`config.mk`:
```
export PLATFORM = sky130hd
export DESIGN_NAME = fir_tap_buffer
export DESIGN_NICKNAME = d
export VERILOG_FILES = /design/src/rtl/fir_tap_buffer.sv
export SDC_FILE = /design/constraint.sdc
export NUM_CORES = 2
export LEC_CHECK = 0
export CAP_MARGIN = 20
export CELL_PAD_IN_SITES_DETAIL_PLACEMENT = 1
export CELL_PAD_IN_SITES_GLOBAL_PLACEMENT = 2
export CORE_AREA = 2 2 327 329
export CTS_CLUSTER_SIZE = 25
export DETAILED_ROUTE_END_ITERATION = 8
export DIE_AREA = 0 0 329 331
export DONT_BUFFER_PORTS = 1
export PLACE_DENSITY_LB_ADDON = 0.1
export SLEW_MARGIN = 20
export SYNTH_ARGS = -nofsm -noshare
export SYNTH_HDL_FRONTEND = slang
export SYNTH_SLANG_ARGS = --single-unit
```
`constraint.sdc`:
```
create_clock -name clk_i -period 2.21 [get_ports clk_i]
set_input_delay 0.221 -clock clk_i [delete_from_list [all_inputs] [get_ports clk_i]]
set_output_delay 0.221 -clock clk_i [all_outputs]
set_load 0.05 [all_outputs]
```
`src/rtl/fir_tap_buffer.sv`:
```
// FIR coefficient store: unpacks 32-bit H-stream words into NB_TAPS
// parallel tap registers and flags completion with done_o/full_o.
module fir_tap_buffer #(
  parameter int NB_TAPS   = 50,
  parameter int TAP_WIDTH = 16
) (
  input  logic                                clk_i,
  input  logic                                rst_i,
  input  logic                                clear_i,
  input  logic                                start_i,
  input  logic                                h_valid_i,
  output logic                                h_ready_o,
  input  logic [31:0]                         h_data_i,
  output logic [NB_TAPS-1:0][TAP_WIDTH-1:0]   taps_o,
  output logic                                done_o,
  output logic                                full_o
);

  localparam int NB_WORDS = (NB_TAPS + 1) / 2;
  localparam int CW       = $clog2(NB_WORDS) + 1;
  localparam logic [CW-1:0] LAST = CW'(NB_WORDS - 1);

  typedef enum logic [1:0] {
    IDLE,
    LOAD,
    FULL
  } state_e;

  state_e                            state_q, state_d;
  logic [CW-1:0]                     cnt_q, cnt_d;
  logic [NB_TAPS-1:0][TAP_WIDTH-1:0] taps_q, taps_d;
  logic                              done_q, done_d;
  logic                              hs;
  logic                              kill;

  assign kill = rst_i | clear_i;
  assign hs   = h_valid_i & (state_q == LOAD);

  always_comb begin
    state_d = state_q;
    cnt_d   = cnt_q;
    done_d  = 1'b0;
    unique case (state_q)
      IDLE: begin
        if (start_i) begin
          state_d = LOAD;
          cnt_d   = '0;
        end
      end
      LOAD: begin
        if (hs) begin
          cnt_d = cnt_q + 1'b1;
          if (cnt_q == LAST) begin
            state_d = FULL;
            done_d  = 1'b1;
          end
        end
      end
      FULL: begin
        if (start_i) begin
          state_d = LOAD;
          cnt_d   = '0;
        end
      end
      default: begin
        state_d = IDLE;
        cnt_d   = '0;
      end
    endcase
  end

  // Tap i lives in word i/2; an odd tap count never maps the last upper half.
  always_comb begin
    taps_d = taps_q;
    for (int i = 0; i < NB_TAPS; i++) begin
      if (hs && (cnt_q == CW'(i / 2))) begin
        if (i % 2 == 1) begin
          taps_d[i] = h_data_i[31:16];
        end else begin
          taps_d[i] = h_data_i[15:0];
        end
      end
    end
  end

  always_ff @(posedge clk_i) begin
    if (kill) begin
      state_q <= IDLE;
      cnt_q   <= '0;
      taps_q  <= '0;
      done_q  <= 1'b0;
    end else begin
      state_q <= state_d;
      cnt_q   <= cnt_d;
      taps_q  <= taps_d;
      done_q  <= done_d;
    end
  end

  assign h_ready_o = (state_q == LOAD);
  assign full_o    = (state_q == FULL);
  assign done_o    = done_q;
  assign taps_o    = taps_q;

endmodule

```
==> metrics.yaml <==
yosys.area.top_type_share_pct: 52.8
start_util_pct: 29.2
p_sw_w: 0.00762
routedWlPerCell_um: 32.8
cp-start-kind: "flop"
vias: 27301
ios: 840
drive_gt1_share_pct: 13.7
synth_flop_cell: "dfxtp_1"
drt_iter0_drc: 1617
clk_pin_slew_ns: 0.06
die_area_sq_um: 109000
grt_max_degree: 110
dp_hpwl_um: 101000
vias_per_cell: 5.68
clock.fmax_mhz: 490
worstMarginPinSlew_ns: 1.00
power_frac_comb_pct: 3.7
nNetsFinal: 3366
synth-edff-count: 0
path_max_fanout: 64
die_height_um: 331
grtUsageTotal_pct: 27.7
core_sq_um: 105000
syn_inst: 3441
arrival_ns: 2.65
synth_seq_cells: 809
netlist_area_sq_um: 30700
worst_ep_required_time_ns: 2.82
finish.utilization_pct: 35.0
setup_violations: 0
swShare_pct: 23.7
postLayoutCellArea_sq_um: 36800
maxCapViolCount: 0
htreeDepth: 3
ant_nets: 0
core.rowCount: 119
grt_overflow: 0
fp.dieW_um: 329
crit_path_end_kind: "flop"
dp_slack_ns: 0.153
peakVddDrop_v: 0.000555
crit_chain: "inv_1 -> ha_1 -> nand4_1 -> buf_4 -> o21ai_0 -> a21oi_1"
crit_slowest_cell: "buf_4"
period_minus_slack_ns: 2.04
cts_root_buf: "clkbuf_16"
cts_sinks: 809
cts_tree: "built"
numCtsBuffers: 97
grt_pass1_wl_um: 219000
path_class: "reg2reg"
clk_latency_ns: 0.69
pwr-share-seq_pct: 45.6
synth_largest_area_cell: "dfxtp_1"
p_int_w: 0.0245
avgSynthCellArea_sq_um: 8.91
post_dp_cell_area_sq_um: 32600
status: "finished, final reports clean"
gp_congestion: 0.824
yosysWarnings: 0
ff2ff_setup_slack_ns: 0.17
dr.pass1.iters: 5
post-route-period-util_pct: 92.4
min_path_type: "in2reg"
whs_ns: 0.0505
clockBufferDepth: 3
drt_wl_total_um: 157000
synth_area_leaders: "dfxtp_1 53%, a21oi_1 8.0%, nand3_1 7.9%"
drv_slew: 0
slew_headroom_pct: 33.1
leakagePower_nw: 12.4
p_per_area_nw_per_um2: 872
synth_cell_type_count: 36
io_buffers: 0
rsz0062_at_grt: "no"
grt_pass1_vias: 27569
drc: 0
clock_skew_ns: 0.0195
timing.setup.tns_ns: 0
yosysSeqAreaShare_pct: 52.8
p_clk_share_pct: 50.7
async_flop_share_pct: 0
synthesis.nets: 3482
area_growth_pct: 20.0
hold_viol: 0
antenna_found_initial: 10
cpPeakStageDelay_ns: 0.57
setup_ws_ns: 0.168
==> cells in the mapped netlist (2+ instances only) <==
cell       number
a21oi_1       487
and4_1          4
and4b_1         4
buf_1          41
buf_2          63
buf_6          19
clkbuf_1      314
clkbuf_2        2
dfxtp_1       809
ha_1            4
inv_1           2
mux2i_1       162
nand2_1       207
nand2b_1        2
nand3_1       485
nand4_1         4
nand4b_1        4
nand4bb_1       2
nor2_1          3
nor2b_1         2
nor4_1          2
o211ai_1       60
o211ai_2      100
o21ai_0       482
o21ai_1       163
o31ai_1         2
or4_1           2
or4b_1          2
==> power by group through the flow <==
stage               Sequential (W)  Clock [W]  Combinational (W)
global placement            0.0149          0           0.000601
global route                0.0146     0.0172            0.00122
CTS                         0.0146     0.0166            0.00119
finish                      0.0146     0.0163            0.00118
floorplan                   0.0149          0           0.000461
detailed placement          0.0149          0           0.000611
==> cell usage in the layout (no fill, tap or decap), drive strengths merged, types with 3 or more instances in the layout <==
cell type / n
nor2: 3
a21oi: 487
ha: 4
o21ai: 645
clkinv: 19
nand4b: 4
clkbuf: 146
and4b: 4
inv: 6
buf: 188
or4: 3
nand2: 207
dlygate4sd3: 36
o211ai: 160
mux2i: 162
diode: 12
bufinv: 6
dfxtp: 809
nand4: 4
and4: 4
nand3: 485
==> final timing paths <==
kind,from,endpoint,cells past startpoint
worst max-delay path,cnt_q[1],taps_o[571],6
worst min-delay path,h_valid_i,taps_o[775],3
worst max register to register,cnt_q[1],taps_o[571],6
worst min register to register,taps_o[781],taps_o[781],2
==> worst max-delay path: cells and delay by family (launching register included) <==
family,cells,cell delay [ns]
compound gates,2,0.40
flops,1,0.44
fa+ha+maj,1,0.27
simple gates,1,0.12
buf+inv,2,0.68
==> sequential cells by signal, indices dropped and copies added (netlist names) <==
name     count
taps_o     800
cnt_q        6
state_q      2
done_o       1
==> layout make-up <==
cell class / count / area [sq um]
clock buffer: 146 / 2850
multi-input combinational: 2191 / 12700
sequential: 809 / 16200
clock inverter: 31 / 359
antenna: 12 / 30.0
fill: 11754 / 68200
timing repair buffer: 224 / 2940
inverter: 2 / 7.51
tap: 1391 / 1740
==> per-layer routing <==
layer / vias to the layer above / GRT usage (%) / wire (um)
met5: - / 0 / 7
met4: 2 / 12.1 / 7120
met3: 259 / 10.8 / 14600
met2: 1012 / 48.3 / 78400
met1: 13985 / 29.7 / 57300
li1: 12043 / - / -
==> logic make-up (layout without fill, tap and decap cells) <==
group,after synthesis,after routing,share of synthesized area [%]
AO/OA/AOI/OAI,1294,1294,24.1
other,0,12,0
buffers and inverters,441,403,6.13
flip-flops,809,809,52.8
AND/OR/NAND/NOR,731,731,11.5
multiplexers,162,162,5.29
adder cells (fa/ha/maj),4,4,0.163
==> metrics by stage <==
step,instances,power (W)
floorplan,3441,0.0154
global placement,4550,0.0155
detailed placement,4550,0.0156
CTS,4794,0.0324
global route,4804,0.0331
finish,4806,0.0321
==> repair_timing <==
item                       in CTS  in global routing
hold endpoints to repair      536                  0
hold buffers                   67                  0
resized for setup               3                  1
buffers inserted                0                  0
setup endpoints to repair       1                  1
Power figures use the tool's default switching activity.
